--- src/rtl/toggle_arb_pkg.sv ---
// Shared types and limits for the toggle-resource round-robin scheduler.
// Latency: n/a (declarations only).
// Backpressure: n/a.
package toggle_arb_pkg;

   localparam int TOGGLE_ARB_MAX_NREQ = 16;

   typedef enum logic [1:0] {
      IDLE  = 2'd0,
      GRANT = 2'd1,
      APPLY = 2'd2,
      RESP  = 2'd3
   } arb_state_t;

endpackage

--- src/rtl/toggle_state_fsm.sv ---
// Two-state toggle resource; in=1 flips the state on the next rising edge.
// Latency: one cycle from in to out.
// Backpressure: none, accepts a flip every cycle.
module toggle_state_fsm #(
   parameter bit RESET_STATE = 1'b1
) (
   input  logic clk,
   input  logic areset,
   input  logic in,
   output logic out
);

   logic state_q;
   logic state_d;

   always_comb begin
      state_d = in ? ~state_q : state_q;
   end

   always_ff @(posedge clk) begin
      if (areset) begin
         state_q <= RESET_STATE;
      end else begin
         state_q <= state_d;
      end
   end

   assign out = state_q;

endmodule

--- src/rtl/toggle_arb_sched.sv ---
// Round-robin scheduler granting exclusive access to one toggle resource; optional hold via TOGGLE_ARB_LOCK_EN.
// Latency: gnt cycles 1-3 after req seen in IDLE, done and post-toggle state_out at cycle 3.
// Backpressure: one transaction per 3 cycles; other requesters wait for their round-robin turn.
module toggle_arb_sched
   import toggle_arb_pkg::*;
#(
   parameter int NREQ        = 4,
   parameter bit RESET_STATE = 1'b1
) (
   input  logic            clk,
   input  logic            areset,
   input  logic [NREQ-1:0] req,
   input  logic [NREQ-1:0] toggle_en,
`ifdef TOGGLE_ARB_LOCK_EN
   input  logic [NREQ-1:0] lock,
`endif
   output logic [NREQ-1:0] gnt,
   output logic            done,
   output logic            state_out,
   output logic            busy
);

   localparam int IW = $clog2(NREQ);

   arb_state_t      state_q, state_d;
   logic [IW-1:0]   idx_q, idx_d;
   logic [IW-1:0]   ptr_q, ptr_d;
   logic            ten_q, ten_d;
   logic            tog_in;
   logic            hold;
   logic [NREQ-1:0] req_arb;
   logic [IW:0]     pick;

   // MSB of the result flags a winner; low bits carry its index.
   function automatic logic [IW:0] rr_pick(input logic [NREQ-1:0] r, input logic [IW-1:0] p);
      logic [IW:0] res;
      int          j;
      res = '0;
      for (int i = 0; i < TOGGLE_ARB_MAX_NREQ; i++) begin
         if (i < NREQ) begin
            j = int'(p) + i;
            if (j >= NREQ) j = j - NREQ;
            if (!res[IW] && r[j]) res = {1'b1, j[IW-1:0]};
         end
      end
      return res;
   endfunction

   function automatic logic [IW-1:0] ptr_inc(input logic [IW-1:0] i);
      if (int'(i) >= NREQ - 1) return '0;
      return i + IW'(1);
   endfunction

   always_ff @(posedge clk) begin
      if (areset) begin
         state_q <= IDLE;
         idx_q   <= '0;
         ptr_q   <= '0;
         ten_q   <= 1'b0;
      end else begin
         state_q <= state_d;
         idx_q   <= idx_d;
         ptr_q   <= ptr_d;
         ten_q   <= ten_d;
      end
   end

   always_comb begin
      state_d = state_q;
      idx_d   = idx_q;
      ptr_d   = ptr_q;
      ten_d   = ten_q;
`ifdef TOGGLE_ARB_LOCK_EN
      hold    = lock[idx_q];
`else
      hold    = 1'b0;
`endif
      // The finishing requester's own req is not a fresh request in RESP.
      req_arb = req;
      if (state_q == RESP) req_arb[idx_q] = 1'b0;
      pick    = rr_pick(req_arb, ptr_q);

      case (state_q)
         IDLE: begin
            if (pick[IW]) begin
               idx_d   = pick[IW-1:0];
               ptr_d   = ptr_inc(pick[IW-1:0]);
               state_d = GRANT;
            end
         end
         GRANT: begin
            ten_d   = toggle_en[idx_q];
            state_d = APPLY;
         end
         APPLY: begin
            state_d = RESP;
         end
         RESP: begin
            if (hold) begin
               state_d = GRANT;
            end else if (pick[IW]) begin
               idx_d   = pick[IW-1:0];
               ptr_d   = ptr_inc(pick[IW-1:0]);
               state_d = GRANT;
            end else begin
               state_d = IDLE;
            end
         end
         default: state_d = IDLE;
      endcase
   end

   always_comb begin
      gnt = '0;
      if (state_q != IDLE) gnt[idx_q] = 1'b1;
      done   = (state_q == RESP);
      busy   = (state_q != IDLE);
      tog_in = (state_q == APPLY) && ten_q;
   end

   toggle_state_fsm #(
      .RESET_STATE (RESET_STATE)
   ) u_toggle (
      .clk    (clk),
      .areset (areset),
      .in     (tog_in),
      .out    (state_out)
   );

endmodule

--- config.mk ---
export PLATFORM = sky130hd
export DESIGN_NAME = toggle_arb_sched
export DESIGN_NICKNAME = d
export VERILOG_FILES = /design/src/rtl/toggle_arb_pkg.sv /design/src/rtl/toggle_state_fsm.sv /design/src/rtl/toggle_arb_sched.sv
export SDC_FILE = /design/constraint.sdc
export NUM_CORES = 1
export LEC_CHECK = 0
export ABC_CLOCK_PERIOD_IN_PS = 1780
export CAP_MARGIN = 10
export CORE_MARGIN = 2
export CORE_UTILIZATION = 30
export DETAILED_ROUTE_END_ITERATION = 10
export GPL_ROUTABILITY_DRIVEN = 0
export SETUP_SLACK_MARGIN = 0.5
export SYNTH_ARGS = -nofsm -noshare
export SYNTH_HDL_FRONTEND = slang
export SYNTH_SLANG_ARGS = --single-unit
--- constraint.sdc ---
create_clock -name clk -period 1.78 [get_ports clk]
set_clock_uncertainty 0.1 [all_clocks]
set_input_delay 0.178 -clock clk [delete_from_list [all_inputs] [get_ports clk]]
set_output_delay 0.178 -clock clk [all_outputs]
set_load 0.03 [all_outputs]
-- Word-level counts from Yosys, hierarchy flattened
Index checks and enable logic that the tools add are counted.
- $add $sub $neg: 8
- magnitude comparators: 11
- equality and inequality tests: 5
- mux-type cells: 39
- bitwise gates (word level): 3
- reductions and logical operators: 14
- operators with widths (operator ; count):
    $lt 32x4->1 const B ; 4
    $mux 32 ; 4
    $mux 1 ; 15
    $mux 2 ; 6
    $mux 3 ; 4
    $sub 3x3->4 const B ; 3
    $bmux 1 s2 ; 5
    $ge 3x3->1 const B ; 3
    $mux 4 ; 2
    $pmux 2 s4 ; 1
    $add 2x2->3 const B ; 2
    $logic_and 1x1->1 ; 5
    $and 4x4->4 ; 1
    $eq 2x2->1 const B ; 2
    $not 4->4 ; 1
    $pmux 2 s2 ; 1
    $reduce_bool 2->1 ; 2
    $sub 2x3->4 const B ; 1
    $add 2x1->3 const B ; 1
    $ge 2x3->1 const B ; 1
    $logic_not 1->1 ; 3
    $lt 2x3->1 const B ; 1
    $reduce_and 3->1 ; 1
    $add 2x1->2 const B ; 1
    10 further kinds ; 10
- register bits after elaboration: 8
- output and inout port bits: 7

-- Logic depth before layout (Yosys ltp)
- depth in word-level cells: 27
- mapped depth: 10
- mapped depth without buffers: 9

-- Cells and area by module
A second synthesis with hierarchy kept.
- cell total of the unflattened synthesis: 82
- area, all modules: 804.5 µm²
- by module, submodules not included (module ; instances ; cells each ; area each (µm²)):
    toggle_arb_sched ; 1 ; 79 ; 769.5
    toggle_state_fsm ; 1 ; 3 ; 35.0

-- Worst setup path before layout
No wires, ideal clock.
- kind: reg2reg
- start: reg state_q[0]
- end: reg ptr_q[1]
- arrival: 1934 ps
- slack: -369 ps
- stages on the path, launching flop included: 10
- buffers on the path: 1
- period minus slack after synthesis: 2149 ps
- cells stage by stage: dfxtp_1 -> ha_1 -> buf_6 -> nand3_1 -> a21oi_1 -> a2bb2oi_1 -> nor2_1 -> ha_1 -> mux2i_1 -> nor2_1
- word-level cells in the longest chain between the ends: 22
- elaborated cells between the ends (all ways): 40
- RTL lines (item ; line ; RTL):
    from (decl) ; toggle_arb_sched.sv:25 ; arb_state_t state_q, state_d;
    from (signal assigned) ; toggle_arb_sched.sv:61 ; state_q <= state_d;
    $eq 2x2->1 * ; n/a ;
    net done ; toggle_arb_sched.sv:18 ; output logic done,
    $mux 4 * ; toggle_arb_sched.sv:80 ; if (state_q == RESP) req_arb[idx_q] = 1'b0;
    $bmux 1 s2 ; toggle_arb_sched.sv:43 ; if (!res[IW] && r[j]) res = {1'b1, j[IW-1:0]};
    $mux 1 (implied by the code) (2 in series) ; toggle_arb_sched.sv:43 ;
    $mux 3 ; toggle_arb_sched.sv:43 ;
    $logic_not 1->1 ; toggle_arb_sched.sv:43 ;
    $logic_and 1x1->1 ; toggle_arb_sched.sv:43 ;
    [7 not listed] ; n/a ;
    net pick[1] ; toggle_arb_sched.sv:32 ; logic [IW:0] pick;
    $ge 2x2->1 ; toggle_arb_sched.sv:50 ; if (int'(i) >= NREQ - 1) return '0;
    $mux 1 ; toggle_arb_sched.sv:50 ;
    $mux 1 ; toggle_arb_sched.sv:85, toggle_arb_sched.sv:101 ;
    $mux 1 ; toggle_arb_sched.sv:83 ; case (state_q)
    $mux 2 ; toggle_arb_sched.sv:51 ; return i + IW'(1);
    $mux 2 (on tied branches) ; toggle_arb_sched.sv:101, toggle_arb_sched.sv:85 ;
    $pmux 2 s2 * ; toggle_arb_sched.sv:83 ;
    net ptr_d[1] ; toggle_arb_sched.sv:27 ; logic [IW-1:0] ptr_q, ptr_d;
    to (signal assigned) ; toggle_arb_sched.sv:63 ; ptr_q <= ptr_d;
    to (decl) ; toggle_arb_sched.sv:27 ;
The timed path passes the listed nets; every way through them passes the cells marked *. The select of a mux whose other input is x is not followed.
A chain may end at the register's enable or synchronous reset.

-- Final worst setup path
- start: reg state_q[0]
- end: reg idx_q[0]
- elaborated cells between the ends (all ways): 27
- RTL lines (item ; line ; RTL):
    $eq 2x2->1 * ; toggle_arb_sched.sv:80 ;
    $mux 4 * ; toggle_arb_sched.sv:80 ;
    $bmux 1 s2 ; toggle_arb_sched.sv:43 ;
    $mux 1 (implied by the code) (2 in series) ; toggle_arb_sched.sv:43 ;
    $mux 3 ; toggle_arb_sched.sv:43 ;
    $logic_not 1->1 ; toggle_arb_sched.sv:43 ;
    $logic_and 1x1->1 ; toggle_arb_sched.sv:43 ;
    $mux 3 ; toggle_arb_sched.sv:43 ;
    $logic_not 1->1 ; toggle_arb_sched.sv:43 ;
    $logic_and 1x1->1 ; toggle_arb_sched.sv:43 ;
    $mux 3 ; toggle_arb_sched.sv:43 ;
    $logic_not 1->1 ; toggle_arb_sched.sv:43 ;
    $logic_and 1x1->1 ; toggle_arb_sched.sv:43 ;
    $mux 3 * ; toggle_arb_sched.sv:43 ;
    net pick[0] ; toggle_arb_sched.sv:32 ;
    to (signal assigned) ; toggle_arb_sched.sv:62 ; idx_q <= idx_d;
    to (decl) ; toggle_arb_sched.sv:26 ; logic [IW-1:0] idx_q, idx_d;
Marks and branches as above.

==> run summary <==
The most common flop cell mapped by yosys is dfxtp_1. The die area is 2830 µm². The switching share of power is 43.5%. In this run the biggest area consumer among cell types represents 22.1% of the synthesized area. The horizontal die dimension came out at 53.2 µm.

For this run, the number of standard cells in the final layout without fillers is 161. Counting flops with an async set or reset pin after synthesis yields a share of 0%. The worst setup path is captured at a flip-flop. The number of global-route vias before repair came out at 822. Setup repair after global routing could not meet its margin everywhere. The flow ran to the end, but the final reports show violations.

The most common cell in the synthesized netlist is inv_1. Along the worst hold path, the cell count comes to 2. The total track usage is 16.5%. The core occupancy in the finished layout came out at 62.9%.

Including well taps, the total number of placed cells is 143. The required time at the worst-slack endpoint is 1.81 ns. Of the cells placed in the final design, the portion with a size suffix greater than 1 is 58.6%.

For hold timing, the worst endpoint is ten_q$_SDFFE_PP0N_. The clock transition time at the flip-flop clock pins of the worst setup and hold paths is 0.05 ns. For the pin with the worst max-slew slack, the measured transition is 0.355 ns. Synthesis produced a netlist whose cell count is 87. The number of iterations in the first detailed-routing pass came out at 4.

The clock latency at the later pin of the worst-skew pair is 0.25 ns. The commonest cells after synthesis are inv_1 (9), dfxtp_1 (8), nor2_1 (8), a21oi_1 (6). The post-synthesis instance area came out at 726 µm². For this run, design rule violations remaining after detail routing come to 0. The min-delay analysis places its worst path in the category flip-flop to flip-flop.

The post-detailed-placement half-perimeter wirelength came out at 1.51 mm. The number of failing setup endpoints in the final timing report is 3. The first-iteration detailed-routing DRC count is 17. In this run the power spent charging and discharging nets is 0.944 mW. The power per unit of standard cell area came out at 1530 nW/µm². The mean post-synth cell area is 8.34 µm². The count of buffers added on input and output ports is 16. In this run the critical register-to-register path is captured at idx_q[0]$_SDFFE_PP0P_.

Dividing the detail-routed wire length by the instance count gives 13.5 µm. In this run the register-to-register setup slack is -0.05 ns. In this run the remaining antenna-violating nets after routing total 0. The clock network is responsible for 6.5% of the overall power.

After the last flow step, the layout net total stands at 149. The clock net sink count came out at 8. The largest net degree at the start of global routing came out at 9.

17 I/O pins were placed. The time the final worst path needs with I/O delays and setup came out at 1.83 ns. Across all setup checks in the final design, the least slack found is -0.0500 ns. The area of placed instances is 1110 µm².

The number of failing hold endpoints at the final stage is 0. The standard-cell row count is 17. The total count of max-transition violations in the final report is 0. The final reports fail on setup timing. The total vias in the final route came out at 814.

The synthesis-to-finish area growth came out at 95.3%. The maximum resistive drop on vdd is 0.978 mV. The synthesized netlist net count is 102.

The post-synthesis cell type count came out at 34. The cell sitting at the root of the clock tree is a clkbuf_4. The final wirelength is 2.18 mm. Headroom to the max-slew limit came out at 76.3%. The floorplan step defined a core boundary enclosing 2250 µm². In the post-synthesis netlist, the biggest area contributors are dfxtp_1 (22%), ha_1 (8.6%), mux2i_1 (5.5%), inv_1 (4.7%), a21oi_1 (4.1%). The number of antenna diodes in the final layout is 0. The startpoint identified for the worst hold timing path is ten_q$_SDFFE_PP0N_. The number of antenna violations at the first check in global routing was 0. The Yosys warning count came out at 0. In this run the critical register-to-register path is launched from state_q[0]$_SDFFE_PP0P_.

In this run the static leakage power is 0.589 nW. After synthesis the netlist holds a flip-flop and latch count of 8. The final design area excluding fillers is 1420 µm². The largest fanout on the critical path came out at 8. STA classifies the critical path startpoint as a flip-flop. The internal portion of the total power is 1.23 mW. Counting along the longest clock path gives a buffer depth of 2. The sequential cell fraction of total power came out at 16.9%.

The highest clock frequency the design can meet came out at 546 MHz. The first-pass GRT wire length came out at 3.42 mm. In this run the number of H-tree levels came out at 1. TritonCTS built the clock tree. dfxtp_1 takes more of the synthesized area than any other cell. The max-cap violation count came out at 0. The total CTS buffers is 3.

The post-placement worst setup slack came out at -0.214 ns. The overflow left after global routing came out at 0. The worst-case reg-to-reg path depth is 7. The worst endpoint data arrival time came out at 1.86 ns.

Yosys mapped a number of flops with a built-in enable equal to 0. For this configuration, the core starts out at a cell density of 32.2%. For this run, the register share of the synthesized area comes to 22.1%. The final period utilization came out at 103%. In the routed layout, each cell is associated on average with a via count of 5.06. The proportion of power drawn by combinational gates came out at 76.6%. The vertical extent of the die came out at 53.2 µm. The critical path in this run is classified as flip-flop to flip-flop.
## cell families (layout without fill, tap and decap cells)
family	Yosys count	after routing	share of synthesized area (%)
buffers and inverters	14	60	9.65
AOI/OAI and AO/OA	22	22	24.7
and+or+nand+nor	31	31	23.3
DFF	8	8	22.1
adders and majority gates	5	5	8.62
muxes	7	7	11.7
## placed cells by master (no fill, tap or decap), types with 3 or more instances in the layout
cell             synthesis  routed
nor3_4                   0       4
buf_4                    0      21
nand3_2                  0       3
nor2_1                   8       6
clkdlybuf4s50_1          0       9
dfxtp_1                  8       4
ha_4                     0       4
nand2_1                  5       5
a21oi_1                  6       4
mux2i_1                  4       4
clkbuf_4                 0       3
buf_6                    2      15
inv_1                    9       6
## power groups by stage
stage               sequential, mW  clock (mW)  combinational, mW
floorplan                    0.324           0              0.836
global placement             0.350           0               1.10
detailed placement           0.352           0               1.13
CTS                          0.362       0.152               1.37
global route                 0.378       0.159               1.78
finish                       0.367       0.141               1.66
## per-layer routing
layer | GRT usage [%] | part of all wire [%] | vias up
li1 | - | - | 412
met1 | 20.0 | 44 | 379
met2 | 28.1 | 51 | 21
met3 | 2.82 | 3.7 | 2
met4 | 7.26 | 0.64 | 0
met5 | 0 | 0 | -
## layout make-up
cell class / instances / area [µm²]
fill: 186 / 837
clock buffer: 4 / 26.3
multi-input combinational: 65 / 701
timing repair buffer: 47 / 442
inverter: 9 / 43.8
sequential: 8 / 170
tap: 28 / 35.0
## worst max-delay path: stages (launching register included)
cell and delay [ns]:
dfxtp_4 0.35, ha_4 0.18, a21bo_1 0.23, o211ai_2 0.13, a22oi_1 0.10, nand4b_4 0.20, buf_6 0.14, o311a_1 0.27
## how the worst max path moves through the flow
stage                                  startpoint               endpoint  slack, ns  depth (start not counted)
after floorplan           state_q[0]$_SDFFE_PP0P_  ptr_q[1]$_SDFFE_PP0P_      -0.09                          9
after global placement                     req[3]  ptr_q[1]$_SDFFE_PP0P_      -0.19                          8
after detailed placement                   req[2]  idx_q[0]$_SDFFE_PP0P_      -0.21                          7
after CTS                 state_q[0]$_SDFFE_PP0P_  idx_q[0]$_SDFFE_PP0P_      -0.04                          7
after global routing      state_q[0]$_SDFFE_PP0P_  ptr_q[1]$_SDFFE_PP0P_      -0.14                          8
final                     state_q[0]$_SDFFE_PP0P_  idx_q[0]$_SDFFE_PP0P_      -0.05                          7
## through the flow
step	hold WS, ns	power, mW	TNS (ns)
floorplan	0.137	1.16	-0.162
global route	0.464	2.31	-0.446
finish	0.431	2.17	-0.105
global placement	0.398	1.45	-0.696
detailed placement	0.426	1.48	-0.859
CTS	0.440	1.88	-0.0969
## flip-flops by register name (all words and copies together), names as in the netlist
| register | flops |
|---|---|
| ptr_q | 2 |
| ten_q | 1 |
| u_toggle.out | 1 |
| idx_q | 2 |
| state_q | 2 |
## repair_timing
action / in CTS / in global routing
pin swaps: 7 / 10
hold buffers: 0 / 0
resized for setup: 40 / 19
buffers inserted: 6 / 8
setup endpoints to repair: 14 / 14
Power figures use the tool's default switching activity.
